`config.mk`:
```
export PLATFORM = sky130hd
export DESIGN_NAME = load_store_unit
export DESIGN_NICKNAME = d
export VERILOG_FILES = /design/src/rtl/lsu_pkg.sv /design/src/rtl/lsu_align.sv /design/src/rtl/load_store_unit.sv
export SDC_FILE = /design/constraint.sdc
export NUM_CORES = 1
export LEC_CHECK = 0
export CELL_PAD_IN_SITES_DETAIL_PLACEMENT = 0
export CELL_PAD_IN_SITES_GLOBAL_PLACEMENT = 1
export CORE_ASPECT_RATIO = 0.75
export CORE_MARGIN = 2
export CORE_UTILIZATION = 25
export DETAILED_ROUTE_END_ITERATION = 10
export PLACE_DENSITY = 0.7
export SLEW_MARGIN = 30
export SYNTH_ARGS = -nofsm -noshare
export SYNTH_HDL_FRONTEND = slang
export SYNTH_HIERARCHICAL = 1
export SYNTH_SLANG_ARGS = --single-unit
```
`constraint.sdc`:
```
create_clock -name clk -period 1.98 [get_ports clk]
set_input_delay 0.396 -clock clk [delete_from_list [all_inputs] [get_ports clk]]
set_output_delay 0.396 -clock clk [all_outputs]
set_load 0.02 [all_outputs]
```
`src/rtl/lsu_pkg.sv`:
```
// Shared types and constants for the load/store unit: FSM states,
// funct3 encodings, fault cause codes and the access legality check.
package lsu_pkg;

  typedef enum logic [1:0] {
    S_IDLE = 2'd0,
    S_REQ  = 2'd1,
    S_WAIT = 2'd2,
    S_DONE = 2'd3
  } state_e;

  typedef enum logic [1:0] {
    CAUSE_NONE     = 2'd0,
    CAUSE_MISALIGN = 2'd1,
    CAUSE_ILLEGAL  = 2'd2,
    CAUSE_TIMEOUT  = 2'd3
  } cause_e;

  localparam logic [2:0] F3_LB  = 3'b000;
  localparam logic [2:0] F3_LH  = 3'b001;
  localparam logic [2:0] F3_LW  = 3'b010;
  localparam logic [2:0] F3_LBU = 3'b100;
  localparam logic [2:0] F3_LHU = 3'b101;
  localparam logic [2:0] F3_SB  = 3'b000;
  localparam logic [2:0] F3_SH  = 3'b001;
  localparam logic [2:0] F3_SW  = 3'b010;

  // Illegal funct3 wins over misalignment when both apply.
  function automatic cause_e access_check(input logic       we,
                                          input logic [2:0] funct3,
                                          input logic [1:0] off);
    logic legal;
    if (we) legal = (funct3 == F3_SB) || (funct3 == F3_SH) || (funct3 == F3_SW);
    else    legal = (funct3 == F3_LB) || (funct3 == F3_LH) || (funct3 == F3_LW) ||
                    (funct3 == F3_LBU) || (funct3 == F3_LHU);
    if (!legal) return CAUSE_ILLEGAL;
    if ((funct3[1:0] == 2'b01) && off[0]) return CAUSE_MISALIGN;
    if ((funct3[1:0] == 2'b10) && (off != 2'b00)) return CAUSE_MISALIGN;
    return CAUSE_NONE;
  endfunction

endpackage

```
`src/rtl/lsu_align.sv`:
```
// Byte-lane steering for stores and lane extraction/extension for loads.
// Purely combinational.
module lsu_align import lsu_pkg::*; (
  input  logic [1:0]  st_size_i,
  input  logic [1:0]  st_off_i,
  input  logic [31:0] st_data_i,
  output logic [3:0]  st_wstrb_o,
  output logic [31:0] st_wdata_o,
  input  logic [2:0]  ld_funct3_i,
  input  logic [1:0]  ld_off_i,
  input  logic [31:0] ld_rdata_i,
  output logic [31:0] ld_data_o
);

  logic [7:0]  ld_byte;
  logic [15:0] ld_half;

  assign ld_byte = ld_rdata_i[{ld_off_i, 3'b000} +: 8];
  assign ld_half = ld_rdata_i[{ld_off_i[1], 4'b0000} +: 16];

  // Store strobes and lane-replicated write data by access size.
  always_comb begin
    st_wstrb_o = 4'b1111;
    st_wdata_o = st_data_i;
    case (st_size_i)
      2'b00: begin
        st_wstrb_o = 4'b0001 << st_off_i;
        st_wdata_o = {4{st_data_i[7:0]}};
      end
      2'b01: begin
        st_wstrb_o = 4'b0011 << st_off_i;
        st_wdata_o = {2{st_data_i[15:0]}};
      end
      default: ;
    endcase
  end

  // Load lane select with sign or zero extension.
  always_comb begin
    ld_data_o = ld_rdata_i;
    case (ld_funct3_i)
      F3_LB:   ld_data_o = {{24{ld_byte[7]}}, ld_byte};
      F3_LH:   ld_data_o = {{16{ld_half[15]}}, ld_half};
      F3_LBU:  ld_data_o = {24'h000000, ld_byte};
      F3_LHU:  ld_data_o = {16'h0000, ld_half};
      default: ld_data_o = ld_rdata_i;
    endcase
  end

endmodule

```
`src/rtl/load_store_unit.sv`:
```
// Multi-cycle data-memory access stage: request/grant/valid bus master
// with legality checks, bus timeout and registered load data return.
module load_store_unit import lsu_pkg::*; #(
  parameter int unsigned TIMEOUT = 255
) (
  input  logic        clk,
  input  logic        rst,
  input  logic        i_valid,
  input  logic        i_we,
  input  logic [2:0]  i_funct3,
  input  logic [31:0] i_addr,
  input  logic [31:0] i_wdata,
  output logic [31:0] o_data_mem,
  output logic        o_stall,
  output logic        o_done,
  output logic        o_fault,
  output logic [1:0]  o_fault_cause,
  output logic        mem_req,
  output logic        mem_we,
  output logic [31:0] mem_addr,
  output logic [3:0]  mem_wstrb,
  output logic [31:0] mem_wdata,
  input  logic        mem_gnt,
  input  logic        mem_rvalid,
  input  logic [31:0] mem_rdata
);

  // Counter only needs to hold 0..TIMEOUT-1; the abort fires on the last value.
  localparam int unsigned CW = (TIMEOUT < 2) ? 1 : $clog2(TIMEOUT);
  localparam logic [CW-1:0] CNT_LAST = CW'(TIMEOUT - 1);

  state_e        state_q, state_d;
  logic [CW-1:0] cnt_q, cnt_d;
  logic          we_q, we_d;
  logic [2:0]    funct3_q, funct3_d;
  logic [1:0]    off_q, off_d;
  logic          fault_q, fault_d;
  cause_e        cause_q, cause_d;
  logic [31:0]   data_q, data_d;
  logic [31:0]   addr_q, addr_d;
  logic          bwe_q, bwe_d;
  logic [3:0]    wstrb_q, wstrb_d;
  logic [31:0]   wdata_q, wdata_d;

  cause_e        issue_cause;
  logic [3:0]    st_wstrb;
  logic [31:0]   st_wdata;
  logic [31:0]   ld_data;

  lsu_align u_align (
    .st_size_i   (i_funct3[1:0]),
    .st_off_i    (i_addr[1:0]),
    .st_data_i   (i_wdata),
    .st_wstrb_o  (st_wstrb),
    .st_wdata_o  (st_wdata),
    .ld_funct3_i (funct3_q),
    .ld_off_i    (off_q),
    .ld_rdata_i  (mem_rdata),
    .ld_data_o   (ld_data)
  );

  assign issue_cause = access_check(i_we, i_funct3, i_addr[1:0]);

  // Next-state, counter and output-register updates.
  // A response in the final allowed cycle completes rather than timing out.
  always_comb begin
    state_d  = state_q;
    cnt_d    = cnt_q;
    we_d     = we_q;
    funct3_d = funct3_q;
    off_d    = off_q;
    fault_d  = fault_q;
    cause_d  = cause_q;
    data_d   = data_q;
    addr_d   = addr_q;
    bwe_d    = bwe_q;
    wstrb_d  = wstrb_q;
    wdata_d  = wdata_q;
    unique case (state_q)
      S_IDLE: begin
        if (i_valid) begin
          we_d     = i_we;
          funct3_d = i_funct3;
          off_d    = i_addr[1:0];
          if (issue_cause != CAUSE_NONE) begin
            fault_d = 1'b1;
            cause_d = issue_cause;
            state_d = S_DONE;
          end else begin
            cnt_d   = '0;
            addr_d  = {i_addr[31:2], 2'b00};
            bwe_d   = i_we;
            wstrb_d = i_we ? st_wstrb : '0;
            wdata_d = i_we ? st_wdata : '0;
            state_d = S_REQ;
          end
        end
      end
      S_REQ, S_WAIT: begin
        cnt_d = cnt_q + CW'(1);
        if (mem_rvalid && ((state_q == S_WAIT) || mem_gnt)) begin
          fault_d = 1'b0;
          cause_d = CAUSE_NONE;
          if (!we_q) data_d = ld_data;
          state_d = S_DONE;
        end else if (cnt_q == CNT_LAST) begin
          fault_d = 1'b1;
          cause_d = CAUSE_TIMEOUT;
          state_d = S_DONE;
        end else if ((state_q == S_REQ) && mem_gnt) begin
          state_d = S_WAIT;
        end
      end
      S_DONE:  state_d = S_IDLE;
      default: state_d = S_IDLE;
    endcase
  end

  // State and output registers with synchronous reset.
  always_ff @(posedge clk) begin
    if (rst) begin
      state_q  <= S_IDLE;
      cnt_q    <= '0;
      we_q     <= 1'b0;
      funct3_q <= '0;
      off_q    <= '0;
      fault_q  <= 1'b0;
      cause_q  <= CAUSE_NONE;
      data_q   <= '0;
      addr_q   <= '0;
      bwe_q    <= 1'b0;
      wstrb_q  <= '0;
      wdata_q  <= '0;
    end else begin
      state_q  <= state_d;
      cnt_q    <= cnt_d;
      we_q     <= we_d;
      funct3_q <= funct3_d;
      off_q    <= off_d;
      fault_q  <= fault_d;
      cause_q  <= cause_d;
      data_q   <= data_d;
      addr_q   <= addr_d;
      bwe_q    <= bwe_d;
      wstrb_q  <= wstrb_d;
      wdata_q  <= wdata_d;
    end
  end

  assign mem_req       = (state_q == S_REQ);
  assign o_stall       = (state_q == S_REQ) || (state_q == S_WAIT) ||
                         ((state_q == S_IDLE) && i_valid);
  assign o_done        = (state_q == S_DONE);
  assign o_fault       = (state_q == S_DONE) && fault_q;
  assign o_fault_cause = cause_q;
  assign o_data_mem    = data_q;
  assign mem_we        = bwe_q;
  assign mem_addr      = addr_q;
  assign mem_wstrb     = wstrb_q;
  assign mem_wdata     = wdata_q;

endmodule

```
==> summary.txt <==
STA
  – Fmax: roughly 520 MHz
  – Slew HR: 0.629
  – RSZ-0062 raised after global routing: true
  – Max-slew violation count: 0
  – Setup violations, final: 0
  – Final hold vios: 0
  – Worst setup margin: 0.0666 ns
  – Crit share post-route: 0.966
  – Clock Skews: approximately 0.011 ns
  – Slew @ Worst Pin: 0.557 ns
  – Min Tclk post-route: about 1.9 ns

Cells and area
  – Share of cells above drive strength 1: 0.131
  – Area growth from synthesis to layout: 52.6%
  – Core Util, Final: 0.393
  – N_diodes: 0
  – Nets: about 1,100
  – Finished Layout Cells: around 1,300

Setup path
  – CP max stage delay: approximately 0.33 ns
  – CP cell instances: inv_1, ha_1, inv_1, nand2_1, clkdlybuf4s15_2
  – Crit end category: output port
  – Setup CP Type: reg -> out
  – Critical Path RT: around 1.6 ns
  – Crit path DAT: 1.52 ns
  – Most used cell, CP: inv_1
  – Max FO, Critical Path: 3
  – CP max-delay cell: dfxtp_1
  – Startpoint types: register

Floorplan
  – Die extent in x: 183 um
  – Die ar.: roughly 25,000 um^2
  – Initial Utilization: 0.257
  – Rows: 48
  – Core Region: 23,200 um^2
  – Top Ports: between 200 and 250
  – Die Ht: 138 um

Power and ir drop
  – Switching Share: 0.348
  – Pwr/cell area: 963 nW/um^2
  – Register share of total power: 0.315
  – Int Power: 5.73 mW
  – Clk pwr share: 0.348
  – Total Power: approximately 8.8 mW
  – P_sw: just over 3 mW
  – Leak: between 3 and 4 nW
  – Max VDD drop: between 0.5 and 0.6 mV
  – Combinational Power Share: 0.337

Yosys
  – Synth cell count leaders: nand2_1 (215), dfxtp_1 (118), a21oi_1 (112)
  – Largest family of logic cells by synthesized area: simple AND/OR/NAND/NOR gates
  – Synth area leaders: dfxtp_1 (39%), nand2_1 (13%), a21oi_1 (9.4%)
  – Syn avg cell area: between 7 and 8 um^2
  – Post-synth EDFFs: 0
  – #FFs+latches synth: 118
  – Synth Area in Adders: 0.0146
  – Synth Area in Compound Gates: 0.183
  – Part of the Yosys area used for sequential elements: 0.395
  – Most common flop cell mapped by yosys: dfxtp_1
  – Synth Warn #: 6
  – Post-Synth XOR/XNOR Area: 0.00146
  – Async set-reset flop share out of synthesis: 0
  – Synth area leader: dfxtp_1
  – Synthesized cell area: roughly 6000 um^2
  – Mux cell area share after synthesis: 0.0782
  – Post-Synth Simple-Gate Area: 0.255
  – Unique cell type count in the Yosys netlist: 56
  – Cell with the most instances after synthesis: nand2_1
  – Synth top area share: 0.395
  – Cell count after synthesis: around 760

Clocking
  – CTS root buffer: clkbuf_16
  – Clock sinks: 118
  – Clock insertion delay at the later pin of the skew report: 0.41 ns
  – Clk pin slew, worst setup/hold paths: 0.06 ns
  – CTS max path bufs: 2
  – Total CTS buffers: 17
  – Hold-fix buffers, CTS: 0
  – CTS tree: done
  – H-Tree Depth: 4

Detailed routing
  – Routed WL per cell: ~16 um
  – Drt first-iter violations: 376
  – Drc violations: 0
  – Avg Vias per Cell: 4.67
  – Total number of vias: roughly 6,000
  – Routed Antenna Nets: 0
  – DRT Pass-1 Iters: 5
  – WL final: slightly above 20,000 um

Placement
  – Routability cong.: about 0.80
  – Port Buffers: 209
  – Post-Place Worst Slack: -0.360 ns
  – Inst Count DP: around 1,300
  – Dpl hpwl: 14,700 um

Global routing
  – First-pass GRT wire length: roughly 32,000 um
  – Vias in the first global route: between 5,000 and 6,000
  – Initial antenna violation count: 0
  – Total gr overflow: 0
  – GRT Overall Usage: 0.161
  – Maximum number of pins on one net before global-route repair: 51

Run status
  – Status: completed

Job
  – Max-Cap Viols: 0

Hold path
  – Worst hold path type: in -> reg
## area by class of cell
cell class              count  area [um^2]
fillers                  2383        14100
multi-input cells         566         3230
repair buffers            260         2550
flip-flops and latches    118         2360
clock buffers              18          439
well taps                 300          375
clock inverters            14          138
inverters                   8         30.0
## logic make-up after synthesis
logic type | Yosys count
AO/OA/AOI/OAI | 185
XOR/XNOR | 1
adder cells (fa/ha/maj) | 7
buffers and inverters | 81
flip-flops | 118
multiplexers | 43
other | 1
AND/OR/NAND/NOR | 328
## worst max-delay path: cells and delay by family, from the launching register on
family                   cells  cell delay, ns
buffers and inverters        3            0.41
flip-flops                   1            0.33
adder cells (fa/ha/maj)      1            0.31
AND/OR/NAND/NOR              1            0.06
## layout by cell type, fill, tap and decap left out, drive strengths merged, types with 3 or more instances in the layout
master	count
clkinvlp	4
nor2	6
nor2b	3
ha	7
a21oi	113
a22oi	17
buf	51
a211oi	18
dfxtp	118
o211ai	4
mux2	17
nand3b	13
inv	16
clkdlybuf4s50	202
or3b	6
o21ai	18
mux2i	25
and2	3
nor3	10
nand4	7
o21bai	3
clkbuf	19
nand2	216
nand2b	4
nand3	49
## through the flow
step	hold slack [ns]	setup TNS, ns	area [um^2]
detailed placement	0.443	-22.97	8500
global placement	0.438	-21.70	8500
finish	0.415	0	9130
global route	0.429	-0.0415	9130
floorplan	0.426	0	5980
CTS	0.452	0	9080
## repair_timing
| item | CTS | global route |
|---|---|---|
| endpoints found under the hold margin | 0 | 0 |
| cloned | 0 | 1 |
| pin swaps | 0 | 0 |
| buffers inserted | 0 | 1 |
| gates resized for setup | 7 | 9 |
| setup endpoints to repair | 4 | 57 |
## final timing paths
kind         slack, ns                  startpoint                          to  cells past startpoint
max               0.07     state_q[0]$_SDFFE_PP0P_                     o_stall                      5
min               0.41                 i_funct3[2]    funct3_q[2]$_SDFFE_PP0P_                      3
max reg2reg       0.12     state_q[0]$_SDFFE_PP0P_       cnt_q[4]$_SDFFE_PP0P_                      8
min reg2reg       0.45  mem_wdata[28]$_SDFFE_PP0P_  mem_wdata[28]$_SDFFE_PP0P_                      2
## flip-flops by register name, indices dropped and copies added (netlist names)
register,flops
mem_addr,30
mem_wstrb,4
off_q,2
state_q,2
mem_we,1
o_fault_cause,2
we_q,1
cnt_q,8
o_data_mem,32
fault_q,1
funct3_q,3
mem_wdata,32
## metal layers
metal,part of all wire,vias up,GRT usage
li1,-,3047,-
met1,0.51,2754,0.230
met2,0.41,176,0.232
met3,0.073,14,0.0554
met4,0.0091,0,0.0345
met5,0,-,0
## power groups by stage
stage / logic (mW) / registers, mW / clock network [mW]
final: 2.96 / 2.77 / 3.06
after global routing: 3.24 / 2.80 / 3.29
after CTS: 2.95 / 2.77 / 3.17
after detailed placement: 2.94 / 2.83 / 0
after global placement: 2.95 / 2.82 / 0
after floorplan: 1.50 / 3.00 / 0
Note: power is estimated with default switching activity, not from simulation.
